`src/rtl/adder_result_stage.sv`:
```
// -----------------------------------------------------------------------------
// adder_result_stage
//
// Registered output stage that sits directly after the 32-bit carry-lookahead
// adder. It captures the sum, carry-out and overflow, derives the N/Z/C/V flags
// when a result is accepted, and presents them on a valid/ready handshake. A
// 2-entry skid buffer (main output register plus one overflow register) lets
// the adder issue every cycle while the consumer stalls, without losing data.
//
// Optional feature macro: STICKY_OVF_EN
//   When defined, ovf_sticky latches any accepted result with in_ovf=1 and is
//   cleared by clr_sticky (a set in the same cycle wins over the clear).
//   When undefined, ovf_sticky is tied to 0 and clr_sticky is ignored. The port
//   list is the same in both builds.
//
// Parameters
//   WIDTH       datapath width, must match the adder's sum width
//
// Ports
//   clk         in   1      single clock, rising edge
//   rst         in   1      synchronous reset, active-high
//   in_valid    in   1      adder result on in_sum/in_cout/in_ovf is valid
//   in_ready    out  1      stage can accept a result this cycle (registered)
//   in_sum      in   WIDTH  adder sum
//   in_cout     in   1      adder carry-out
//   in_ovf      in   1      adder signed overflow
//   out_valid   out  1      out_result/out_flags hold a valid entry
//   out_ready   in   1      consumer takes the entry this cycle
//   out_result  out  WIDTH  registered sum
//   out_flags   out  4      {N,Z,C,V} for out_result
//   clr_sticky  in   1      clear sticky overflow
//   ovf_sticky  out  1      sticky overflow
// -----------------------------------------------------------------------------
module adder_result_stage #(
    parameter int WIDTH = 32
) (
    input  logic             clk,
    input  logic             rst,
    input  logic             in_valid,
    output logic             in_ready,
    input  logic [WIDTH-1:0] in_sum,
    input  logic             in_cout,
    input  logic             in_ovf,
    output logic             out_valid,
    input  logic             out_ready,
    output logic [WIDTH-1:0] out_result,
    output logic [3:0]       out_flags,
    input  logic             clr_sticky,
    output logic             ovf_sticky
);

    typedef enum logic [1:0] {
        ST_EMPTY = 2'd0,
        ST_ONE   = 2'd1,
        ST_TWO   = 2'd2
    } state_t;

    state_t           state_q, state_d;
    logic [WIDTH-1:0] main_result_q, main_result_d;
    logic [3:0]       main_flags_q, main_flags_d;
    logic [WIDTH-1:0] skid_result_q, skid_result_d;
    logic [3:0]       skid_flags_q, skid_flags_d;
    logic             in_ready_q, in_ready_d;
    logic             out_valid_q, out_valid_d;

    logic             accept;
    logic             drain;
    logic [3:0]       in_flags;

    always_comb begin
        accept   = in_valid & in_ready_q;
        drain    = out_valid_q & out_ready;
        in_flags = {in_sum[WIDTH-1], (in_sum == '0), in_cout, in_ovf};

        state_d       = state_q;
        main_result_d = main_result_q;
        main_flags_d  = main_flags_q;
        skid_result_d = skid_result_q;
        skid_flags_d  = skid_flags_q;

        case (state_q)
            ST_EMPTY: begin
                if (accept) begin
                    main_result_d = in_sum;
                    main_flags_d  = in_flags;
                    state_d       = ST_ONE;
                end
            end
            ST_ONE: begin
                if (accept && drain) begin
                    main_result_d = in_sum;
                    main_flags_d  = in_flags;
                end else if (accept) begin
                    // Consumer stalled: park the new result behind the output.
                    skid_result_d = in_sum;
                    skid_flags_d  = in_flags;
                    state_d       = ST_TWO;
                end else if (drain) begin
                    state_d = ST_EMPTY;
                end
            end
            ST_TWO: begin
                // in_ready is low here, so only a drain can change state.
                if (drain) begin
                    main_result_d = skid_result_q;
                    main_flags_d  = skid_flags_q;
                    state_d       = ST_ONE;
                end
            end
            default: state_d = ST_EMPTY;
        endcase

        // Handshake outputs are registered from the next state so that
        // in_ready has no combinational path from out_ready.
        in_ready_d  = (state_d != ST_TWO);
        out_valid_d = (state_d != ST_EMPTY);
    end

    always_ff @(posedge clk) begin
        if (rst) begin
            state_q       <= ST_EMPTY;
            in_ready_q    <= 1'b1;
            out_valid_q   <= 1'b0;
            main_result_q <= '0;
            main_flags_q  <= 4'b0000;
            skid_result_q <= '0;
            skid_flags_q  <= 4'b0000;
        end else begin
            state_q       <= state_d;
            in_ready_q    <= in_ready_d;
            out_valid_q   <= out_valid_d;
            main_result_q <= main_result_d;
            main_flags_q  <= main_flags_d;
            skid_result_q <= skid_result_d;
            skid_flags_q  <= skid_flags_d;
        end
    end

    assign in_ready   = in_ready_q;
    assign out_valid  = out_valid_q;
    assign out_result = main_result_q;
    assign out_flags  = main_flags_q;

`ifdef STICKY_OVF_EN
    logic sticky_q, sticky_d;

    // Set has priority over clear when both happen in the same cycle.
    always_comb begin
        sticky_d = (accept & in_ovf) | (sticky_q & ~clr_sticky);
    end

    always_ff @(posedge clk) begin
        if (rst) begin
            sticky_q <= 1'b0;
        end else begin
            sticky_q <= sticky_d;
        end
    end

    assign ovf_sticky = sticky_q;
`else
    logic unused_clr_sticky;
    assign unused_clr_sticky = clr_sticky;
    assign ovf_sticky        = 1'b0;
`endif

endmodule
```
`config.mk`:
```
export PLATFORM = sky130hd
export DESIGN_NAME = adder_result_stage
export DESIGN_NICKNAME = d
export VERILOG_FILES = /design/src/rtl/adder_result_stage.sv
export SDC_FILE = /design/constraint.sdc
export NUM_CORES = 1
export LEC_CHECK = 0
export BUFFER_PORTS_ARGS = -buffer_cell sky130_fd_sc_hd__buf_4
export CAP_MARGIN = 0
export CELL_PAD_IN_SITES_DETAIL_PLACEMENT = 1
export CELL_PAD_IN_SITES_GLOBAL_PLACEMENT = 1
export CORE_ASPECT_RATIO = 1.5
export CORE_MARGIN = 2
export CORE_UTILIZATION = 41
export CTS_BUF_LIST = sky130_fd_sc_hd__clkbuf_2 sky130_fd_sc_hd__clkbuf_4 sky130_fd_sc_hd__clkbuf_8
export DETAILED_ROUTE_END_ITERATION = 16
export PLACE_DENSITY = 0.83
export SKIP_CTS_REPAIR_TIMING = 1
export SLEW_MARGIN = 10
export SYNTH_ARGS = -nofsm -noshare
export SYNTH_HDL_FRONTEND = slang
export SYNTH_SLANG_ARGS = --single-unit
export TNS_END_PERCENT = 5
```
`constraint.sdc`:
```
create_clock -name clk -period 1.5 [get_ports clk]
set_input_delay 0.15 -clock clk [delete_from_list [all_inputs] [get_ports clk]]
set_output_delay 0.15 -clock clk [all_outputs]
set_load 0.03 [all_outputs]
```
==> results.tsv <==
stage	metric	value	unit
status	status	finished clean	
power_and_ir_drop	clock_power_share	32.9	%
sta	final.setup.tns	0	ps
grt	grt_pass1_wl	14800	um
cts	clockBufferDepth	2	
setup_path	critPathSlowestCell	dfxtp_1	
setup_path	cp_cell_sequence	nand2b_4, a21oi_4, or2_4, clkbuf_16, a211oi_2	
synthesis	synth_mux_area_share	10.5	%
drt	vias_per_cell	5.57	
synthesis	ys_types	29	
setup_path	worst-path-buf-inv	1	
drt	vias	2961	
synthesis	synth_area_per_cell	9.24	um^2
setup_path	required	1760	ps
drt	drt-wirelength-per-cell	18.5	um
cts	clock_latency	350	ps
synthesis	ys_async_sr_fraction	0	%
setup_path	end_kind	flip-flop	
die	io_pins	78	
setup_path	crit_path_start_kind	flip-flop	
power_and_ir_drop	ir_worst_vdd	0.000628	V
cts	cts-root-buf	clkbuf_8	
flow_run	max_cap_viol_count	0	
sta	final_hold_viol_count	0	
sta	fin_crit_sh	96.8	%
grt	grt_overflow	0	
drt	drt_iter0_drc	122	
finish	utilization	56.1	%
sta	finalClockSkew	13.6	ps
finish	drive_gt1_share	35.1	%
drt	first_pass_iters	4	
synthesis	synth-compound-area-share	19.5	%
placed_design	globalplace.congestion	0.753	
cts	path_clk_slew	80	ps
die	start_util	42.4	%
synthesis	synth_area_leaders	dfxtp_1 46%, a211oi_2 12%, mux2i_1 10%	
synthesis	synth_top_family_by_area	compound AO/OA/AOI/OAI gates	
sta	max_freq	689	MHz
power_and_ir_drop	power.density	1290	nW/um^2
synthesis	synthAdderAreaFrac	0	%
grt	grtUsageTotal	21.4	%
synthesis	synth.top_cell.area_share	45.6	%
sta	hold_ws	60.2	ps
die	die_area	8670	um^2
setup_path	cp.arrival	1710	ps
synthesis	synth_warnings	0	
cts	cts.sinks	74	
synthesis	synth_edf_count	0	
finish	fin_nets	464	
finish	num_antenna_cells	0	
die	fp.dieH	113	um
die	num_rows	39	
synthesis	synth-xor-area-share	0	%
finish	syn_to_final_growth	32.1	%
setup_path	worstSetupPathType	flip-flop to flip-flop	
die	core_area	7660	um^2
cts	cts_max_level	3	
drt	ant_nets	0	
power_and_ir_drop	sw_frac_of_total	31.2	%
synthesis	synth_ff_type	dfxtp_1	
synthesis	yosysTopAreaCell	dfxtp_1	
synthesis	synth_common_cells	74 x dfxtp_1, 72 x nand2_1, 37 x a21oi_1	
synthesis	synth_most_common_cell	dfxtp_1	
drt	drc	0	
grt	grt_pass1_vias	3054	
setup_path	cp_slowest_stage_delay	410	ps
drt	wirelength	9820	um
power_and_ir_drop	power_switching	0.00173	W
die	die_w	76.7	um
sta	slew_viol_final	0	
sta	fin_crit	1450	ps
grt	antenna_found_initial	0	
grt	grt_max_degree	43	
power_and_ir_drop	p_seq_share	40.7	%
worst_hold_path	hp-class	input port to flip-flop	
power_and_ir_drop	p_int	0.00382	W
synthesis	syn-num-nets	391	
synthesis	synth-simple-area-share	18.9	%
finish	n_fill_cell	895	
placed_design	hpwl	6300	um
setup_path	crit_family	simple AND/OR/NAND/NOR gates	
power_and_ir_drop	pwr-share-comb	26.4	%
synthesis	ys_ff_latch	74	
sta	setup_viol	0	
cts	cts_tree	yes	
power_and_ir_drop	p_leak	1.86	nW
synthesis	synth_cells	352	
synthesis	synthesis.area	3250	um^2
placed_design	port_buffers	75	
cts	cts_buffers	9	
setup_path	path_max_fanout	14	
synthesis	synth_seq_area_share	45.6	%
sta	rsz0062_at_grt	yes	
[registers in the layout, summed over array words and instances, names as in the netlist]
signal / cells
out_flags: 3
skid_result_q: 32
out_result: 32
out_valid: 1
state_q: 2
skid_flags_q: 3
in_ready: 1
[cells by family after synthesis]
kind of cell / count (synthesis)
other: 1
and+or+nand+nor: 133
buffers and inverters: 34
muxes: 34
AOI/OAI and AO/OA: 76
DFF: 74
[path summary, 6_finish.rpt]
path                      from           endpoint  slack (ps)  depth (start not counted)
max                 state_q[0]      out_result[6]          50                          5
min                 in_sum[19]  skid_result_q[19]          60                          3
max reg2reg         state_q[0]      out_result[6]          50                          5
min reg2reg  skid_result_q[13]  skid_result_q[13]         460                          2
[worst register-to-register path: stages (launching register included)]
cell	delay, ps
dfxtp_1	410
nand2b_4	210
a21oi_4	90
or2_4	280
clkbuf_16	210
a211oi_2	190
[through the flow]
stage / total power, W / worst slack, ps / cell area (um^2) / instances
floorplan: 0.00317 / 82.9 / 3250 / 352
global placement: 0.00364 / 12.8 / 3970 / 514
detailed placement: 0.00369 / -44.0 / 3970 / 514
CTS: 0.00549 / -91.4 / 4210 / 530
global route: 0.00576 / -53.4 / 4290 / 532
finish: 0.00555 / 47.6 / 4290 / 532
[metal layers]
metal  track usage, %  share of wire, %
met5                0                 0
met2             40.8                54
met1             22.9                41
met3             3.27               2.6
met4             9.82               2.6
[placed cells by master, fill, tap and decap left out, types with 2 or more instances in the layout]
cell and n:
and4_1 2, buf_12 5, dfxtp_1 71, nor4_1 8
mux2i_1 34, nand3b_1 2, bufinv_16 2, clkbuf_8 12
nor2b_1 2, and3_1 2, buf_4 87, a21oi_1 36
nor3_1 34, nor2_1 4, dfxtp_2 3, a211oi_2 33
nand2_1 72
[power groups by stage]
stage                     sequential, W  combinational [W]  clock, W
after floorplan                 0.00254           0.000633         0
after global placement          0.00229            0.00135         0
after detailed placement        0.00230            0.00139         0
final                           0.00226            0.00146   0.00183
after global routing            0.00228            0.00155   0.00193
after CTS                       0.00225            0.00140   0.00184
[layout make-up]
cell class                      count  area, um^2  area share (%)
Clock buffer                       12         165            3.85
Timing Repair Buffer               95         805            18.7
Sequential cell                    74        1490            34.6
Multi-Input combinational cell    244        1640            38.1
Clock inverter                      4        72.6            1.69
Tap cell                          102         128            2.97
Inverter                            1        3.75          0.0874
Power figures use the tool's default switching activity.
